<file path="src/rtl/uart_imem_loader.sv">
// UART program loader: receives 4*WORDS bytes over an 8N1 serial line and
// assembles them, little-endian per word and word 0 first, into the flat
// instruction image for the core. The core is held in reset (core_rstn low)
// until the last byte of the image has been committed.
//
//  state | meaning
//  IDLE  | line idle, waiting for a falling edge on the synchronized input
//  START | half-bit wait, then confirm the start bit is still low
//  DATA  | sample eight data bits, LSB first, one per full bit period
//  STOP  | sample the stop bit; commit the byte or flag a framing error
//  DONE  | image complete, all further line activity ignored until rst
module uart_imem_loader #(
    parameter int CLK_PER_HALF_BIT = 2604,
    parameter int WORDS            = 32,
    localparam int NBYTES          = 4 * WORDS,
    localparam int BCW             = $clog2(NBYTES + 1),
    localparam int TW              = $clog2(2 * CLK_PER_HALF_BIT)
) (
    input  logic                 clk,
    input  logic                 rst,
    input  logic                 rxd,
    output logic [32*WORDS-1:0]  i_memory_input,
    output logic                 loaded,
    output logic                 core_rstn,
    output logic                 frame_err,
    output logic [BCW-1:0]       byte_count
);

    typedef enum logic [2:0] {
        IDLE  = 3'd0,
        START = 3'd1,
        DATA  = 3'd2,
        STOP  = 3'd3,
        DONE  = 3'd4
    } state_t;

    localparam logic [TW-1:0]  HALF_LOAD = TW'(CLK_PER_HALF_BIT - 1);
    localparam logic [TW-1:0]  FULL_LOAD = TW'(2 * CLK_PER_HALF_BIT - 1);
    localparam logic [BCW-1:0] LAST_IDX  = BCW'(NBYTES - 1);

    state_t         state_q, state_d;
    logic [TW-1:0]  timer_q, timer_d;
    logic [2:0]     bit_q, bit_d;
    logic [7:0]     shift_q, shift_d;
    logic           sync_1, rx_s;
    logic           commit;
    logic           set_ferr;

    // Two-flop synchronizer; resets to the idle line level so reset never
    // looks like a start bit.
    always_ff @(posedge clk) begin
        if (rst) begin
            sync_1 <= 1'b1;
            rx_s   <= 1'b1;
        end else begin
            sync_1 <= rxd;
            rx_s   <= sync_1;
        end
    end

    // FSM state, bit timer, bit index and shift register.
    always_ff @(posedge clk) begin
        if (rst) begin
            state_q <= IDLE;
            timer_q <= '0;
            bit_q   <= '0;
            shift_q <= '0;
        end else begin
            state_q <= state_d;
            timer_q <= timer_d;
            bit_q   <= bit_d;
            shift_q <= shift_d;
        end
    end

    // Next-state logic; the timer only decrements while non-zero, and every
    // expiry either reloads it or leaves the receiving states.
    always_comb begin
        state_d  = state_q;
        timer_d  = timer_q;
        bit_d    = bit_q;
        shift_d  = shift_q;
        commit   = 1'b0;
        set_ferr = 1'b0;
        case (state_q)
            IDLE: begin
                if (!rx_s) begin
                    state_d = START;
                    timer_d = HALF_LOAD;
                end
            end
            START: begin
                if (timer_q == '0) begin
                    if (rx_s) begin
                        state_d = IDLE;
                    end else begin
                        state_d = DATA;
                        bit_d   = 3'd0;
                        timer_d = FULL_LOAD;
                    end
                end else begin
                    timer_d = timer_q - 1'b1;
                end
            end
            DATA: begin
                if (timer_q == '0) begin
                    shift_d = {rx_s, shift_q[7:1]};
                    timer_d = FULL_LOAD;
                    bit_d   = bit_q + 3'd1;
                    if (bit_q == 3'd7) begin
                        state_d = STOP;
                    end
                end else begin
                    timer_d = timer_q - 1'b1;
                end
            end
            STOP: begin
                if (timer_q == '0) begin
                    if (rx_s) begin
                        commit  = 1'b1;
                        state_d = (byte_count == LAST_IDX) ? DONE : IDLE;
                    end else begin
                        set_ferr = 1'b1;
                        state_d  = IDLE;
                    end
                end else begin
                    timer_d = timer_q - 1'b1;
                end
            end
            DONE: begin
                state_d = DONE;
            end
            default: begin
                state_d = IDLE;
            end
        endcase
    end

    // Image, byte counter and status flags; a commit writes the byte at the
    // current count, so the count doubles as the write pointer.
    always_ff @(posedge clk) begin
        if (rst) begin
            i_memory_input <= '0;
            byte_count     <= '0;
            loaded         <= 1'b0;
            frame_err      <= 1'b0;
        end else begin
            if (commit) begin
                i_memory_input[{byte_count, 3'b000} +: 8] <= shift_q;
                byte_count <= byte_count + 1'b1;
                if (byte_count == LAST_IDX) begin
                    loaded <= 1'b1;
                end
            end
            if (set_ferr) begin
                frame_err <= 1'b1;
            end
        end
    end

    assign core_rstn = loaded;

endmodule
</file>
<file path="config.mk">
export PLATFORM = sky130hd
export DESIGN_NAME = uart_imem_loader
export DESIGN_NICKNAME = d
export VERILOG_FILES = /design/src/rtl/uart_imem_loader.sv
export SDC_FILE = /design/constraint.sdc
export NUM_CORES = 2
export LEC_CHECK = 0
export CAP_MARGIN = 40
export CORE_AREA = 5 5 407 409
export CTS_BUF_LIST = sky130_fd_sc_hd__clkbuf_4
export DETAILED_ROUTE_END_ITERATION = 7
export DIE_AREA = 0 0 412 414
export GPL_TIMING_DRIVEN = 0
export PLACE_DENSITY = 0.55
export SETUP_SLACK_MARGIN = 0.15
export SLEW_MARGIN = 20
export SYNTH_ARGS = -nofsm -noshare
export SYNTH_HDL_FRONTEND = slang
export SYNTH_SLANG_ARGS = --single-unit
</file>
<file path="constraint.sdc">
create_clock -name clk -period 3 [get_ports clk]
set_input_delay 0.6 -clock clk [delete_from_list [all_inputs] [get_ports clk]]
set_output_delay 0.6 -clock clk [all_outputs]
set_load 0.01 [all_outputs]
</file>
==> Yosys cells after proc, flatten, opt, wreduce, memory -nomap -nowiden <==
Cells that the tools add are included.
{ "classes": {"addsub": 4, "eq_ne": 14, "shifts": 2, "mux": 26, "reduce_logical": 9} }
{ "op_table": {"columns": ["op", "n"], "rows": [
  ["$bwmux W1024", 1],
  ["$shift A8 B13 Y1024 const A", 1],
  ["$shiftx A8 B13 Y1024", 1],
  ["$mux W13", 5],
  ["$pmux W13 S4", 1],
  ["$mux W3", 10],
  ["$pmux W3 S5", 1],
  ["$ne A2 B2 Y1 const B", 7],
  ["$logic_not A13 Y1", 1],
  ["$neg A11 Y13", 1],
  ["$sub A13 B1 Y13 const B", 1],
  ["$add A8 B1 Y8 const B", 1],
  ["$eq A8 B7 Y1 const B", 1],
  ["$reduce_and A4 Y1", 2],
  ["$eq A3 B2 Y1 const B", 2],
  ["$eq A3 B3 Y1 const B", 2],
  ["$mux W1", 6],
  ["$pmux W3 S2", 1],
  ["$reduce_and A5 Y1", 1],
  ["$reduce_and A2 Y1", 2],
  ["$reduce_bool A4 Y1", 1],
  ["$add A3 B1 Y3 const B", 1],
  ["$eq A3 B1 Y1 const B", 1],
  ["$logic_not A3 Y1", 1],
  ["3 further kinds", 3]
]} }
{ "totals": {"ff_bits": 1063, "out_inout_bits": 1035} }

==> Depth between registers and ports, before layout <==
{ "depth": {"word_depth": 5, "mapped_depth": 12} }

==> Worst setup path after synthesis <==
No wires, ideal clock.
{ "synth_path": {"path_type": "register to register", "from": "reg byte_count[1]", "to": "reg i_memory_input[968]", "arrival_time_ps": 3001, "required_time_ps": 2869, "path_slack_ps": -132, "path_stages_with_launch": 12, "synth_period_minus_slack_ps": 3132, "path_cell_list": "dfxtp_1 buf_2 inv_1 ha_1 buf_2 buf_1 nor3b_1 a21oi_1 o22ai_1 buf_2 nand3_2 mux2i_1"} }
{ "synth_via": {"elab_chain_len": 3} }
{ "synth_rtl": {"columns": ["element", "line", "text"], "rows": [
  ["start: declaration", "26", "output logic [BCW-1:0] byte_count"],
  ["start signal: assignment", "150", "byte_count <= byte_count + 1'b1;"],
  ["$neg A11 Y13 *", "149", "i_memory_input[{byte_count, 3'b000} +: 8] <= shift_q;"],
  ["$shiftx A8 B13 Y1024 / $shift A8 B13 Y1024 (equally long branches)", "149", null],
  ["$bwmux W1024 *", "149", null],
  ["end signal: indexed assignment", "149", null],
  ["end: declaration", "22", "output logic [32*WORDS-1:0] i_memory_input,"]
]} }
Every way passes the cells marked *; elsewhere a longest branch is shown, timed or not.
A chain may end at the register's enable or synchronous reset.

==> Final worst setup path <==
{ "layout_path": {"from": "reg timer_q[3]", "to": "reg i_memory_input[217]"} }
{ "layout_via": {"elab_chain_len": 3} }
{ "layout_rtl": {"columns": ["element", "line", "text"], "rows": [
  ["start: declaration", "42", "logic [TW-1:0] timer_q, timer_d;"],
  ["start signal: assignment", "70", "timer_q <= timer_d;"],
  ["$logic_not A13 Y1", "118", "if (timer_q == '0) begin"],
  ["$mux W1", "118", null],
  ["$mux W1", "85", "case (state_q)"]
]} }
Every way passes these cells.

==> impl_metrics.ini <==
[grt]
use_met3 = 0.0909
grtUsageMet1 = 0.334
antenna_found_initial = 12
grt_util_all_layers = 0.277
use_met2 = 0.448
grt_pass1_wl_mm = 330
grt.busiest_layer = met2
grt_pass1_vias = 39500
grt_max_degree = 17
gr-total-overflow = 0

[drt]
ant_nets = 0
wl_per_cell_um = 31.0
vias = 40700
firstDrtPassIters = 7
drt_iter0_markers = 3487
routed_wl_mm = 249
routed_via_density = 5.07
drc_errors = 2

[floorplanning]
die_area_um2 = 171000
core-area_um2 = 162000
die_x_um = 412
die_h_um = 414
ios = 1038
num_rows = 148
start_util = 0.252

[synth]
synth.yosys.warnings = 0
muxShareOfSynthArea = 0.161
syn_inst = 4100
ys_types = 66
synth-simple-area-share = 0.146
ys_seq_area_frac = 0.522
syn-cell-area_um2 = 40800
syn-mean-instance-area_um2 = 9.94
synth_edf_count = 0
synth_xor_area_frac = 0.00193
yosys.area_share.adder = 0.00153
async_flop_share = 0
ys_ff_latch = 1063
synth_compound_area_frac = 0.127
synth_nets = 4108
synth_top_family_by_area = multiplexers
ys.flop_type = dfxtp_1

[setup_path]
cp_common_cell = buf_12
crit_chain = or4_4 > buf_6 > or4b_4 > buf_8 > nor4_4 > buf_12 > buf_12 > buf_16 > nand3_4 > buf_12 > mux2i_2
reg2reg_slack_ns = -0.02
critical_path.top_delay_family = simple AND/OR/NAND/NOR gates
cp.required_ns = 4.09
setup.worst_path.end_class = register
crit_type = register to register
worstPathMaxFanout = 8
timing.rr.end = i_memory_input[217]
path_buf_inv = 6
crit_arrival_ns = 4.11
rr_worst_depth = 11
worst_path_max_delay_cell = or4_4
start_kind = register
cpPeakStageDelay_ns = 0.51
r2r_start = timer_q[3]
worstSetupStartpoint = timer_q[3]

[timing]
worst_pin_slew_ns = 0.943
layout_min_cycle_time_ns = 3.02
drv_slew = 0
finalCritPeriodShare = 1.01
whs_ns = 0.397
rsz0062_at_grt = true
clock_skew_ns = 0.0977
max_freq_mhz = 331
slew_headroom = 0.371
finalHoldViolCount = 0
fin_ws_ns = -0.0176
setup_tns_ns = -0.0551
finalSetupViolations = 6

[placement]
dpl.hpwl_mm = 193
io_buffers = 1036
dp_cells = 7383
detailedPlace.worstSlack_ns = -1.21
place_area_um2 = 54900
finalWeightedCongestion = 0.911

[power_and_ir_drop]
power.leakage_nw = 31.4
switching_share = 0.256
comb_power_share = 0.038
p_int_mw = 21.1
power.switching_mw = 7.28
power.density_nw_per_um2 = 448
clock_power_share = 0.464
totalPowerFinal_mw = 28.4
power_frac_seq = 0.497
peakVddDrop_mv = 0.348

[status]
status = finished with violations
violations = design-rule violations, negative setup slack

[clocking]
cts_max_level = 5
cts_tree = yes
insertion_delay_ns = 1.31
cts_inserted_buffers = 315
cts_root_buf = clkbuf_4
clockBufferDepth = 4
path_clk_slew_ns = 0.07
clock_sinks = 1063

[worst_hold_path]
worstHoldEndpoint = bit_q[1]
hold-path-cell-count = 3
hp-start = rst
hp-class = input pin to register

[layout]
num-nets-final = 5677
fin_cells = 8025
final_common_cell = dfxtp_1
final_area_um2 = 63400
drive_above_1_share = 0.218
post-route-util = 0.392
final_cell_mix = 1,041 x dfxtp_1, 722 x nand2_1, 654 x mux2i_1
syn_to_final_growth_pct = 55.6

[run]
cap_violations = 0
-- layout make-up --
cell class	count	area, um2
fillers	16200	98200
well taps	2175	2720
flip-flops and latches	1063	21300
inverters	11	41.3
plain buffers	386	2600
clock buffers	433	3250
multi-input cells	2627	19700
diodes	7	17.5
repair buffers	1265	13500
clock inverters	58	253
-- worst register-to-register path, cell delays in order (launching register included) --
cell and delay [ns]:
dfxtp_4 0.35, or4_4 0.51, buf_6 0.14, or4b_4 0.52
buf_8 0.16, nor4_4 0.30, buf_12 0.21, buf_12 0.13
buf_16 0.14, nand3_4 0.08, buf_12 0.17, mux2i_2 0.16
-- kinds of logic (layout without fill, tap and decap cells) --
logic type,after synthesis,after routing
AO/OA/AOI/OAI,736,736
XOR/XNOR,9,9
adder cells (fa/ha/maj),5,5
buffers and inverters,410,2153
flip-flops,1063,1063
multiplexers,656,656
other,0,7
AND/OR/NAND/NOR,1221,1221
-- power by group through the flow --
stage	Combinational [mW]	Clock, mW	Sequential, mW
final	1.09	13.2	14.1
after global routing	1.13	14.3	14.1
after CTS	0.966	13.5	14.1
after detailed placement	0.774	0	14.5
after global placement	0.736	0	14.5
after floorplan	0.393	0	14.5
-- per-layer routing --
| metal | vias to the layer above | wire (um) |
|---|---|---|
| met2 | 2084 | 114000 |
| met5 | - | 13 |
| met3 | 497 | 23000 |
| met1 | 20200 | 98800 |
| met4 | 2 | 13000 |
| li1 | 17900 | - |
-- how the worst max path moves through the flow --
| stage | end | slack [ns] | cells after the start |
|---|---|---|---|
| global route | i_memory_input[217] | -0.06 | 11 |
| finish | i_memory_input[217] | -0.02 | 11 |
| CTS | i_memory_input[629] | -0.06 | 1 |
| detailed placement | i_memory_input[407] | -1.21 | 10 |
| floorplan | i_memory_input[752] | 0.11 | 9 |
| global placement | i_memory_input[899] | -1.67 | 8 |
-- timing repair --
| item | CTS | global route |
|---|---|---|
| pin swaps | 50 | 50 |
| endpoints found under the setup margin | 2059 | 1861 |
| buffers inserted | 101 | 41 |
| gates resized for setup | 712 | 735 |
| hold endpoints to repair | 1 | 0 |
| hold buffers | 1 | 0 |
| cloned | 6 | 4 |
-- sequential cells by signal, indices dropped and copies added (netlist names) --
register	count
i_memory_input	1024
bit_q	3
frame_err	1
core_rstn	1
byte_count	8
shift_q	8
rx_s	1
state_q	3
timer_q	13
sync_1	1
-- Yosys cell counts (all sizes together) (5+ instances only) --
library cell	count	area [um2]
dfxtp	1063	21300
nand2	782	2940
mux2i	656	6570
clkbuf	351	1320
o211ai	265	1990
o31ai	257	1930
nand3	185	1300
o21ai	131	656
nor2	68	260
buf	48	255
or2	35	219
nand4	28	380
or4	24	180
a21oi	23	115
nor4	18	164
o2111ai	18	158
or3	16	100
nor2b	15	93.8
nor3	13	75.1
inv	11	41.3
nand2b	11	68.8
and2	9	56.3
o22ai	9	56.3
a211oi	8	60.1
xnor2	7	61.3
a2111oi	5	58.8
ha	5	62.6
o32ai	5	51.3
No activity file was read; power rests on OpenSTA's default activity.
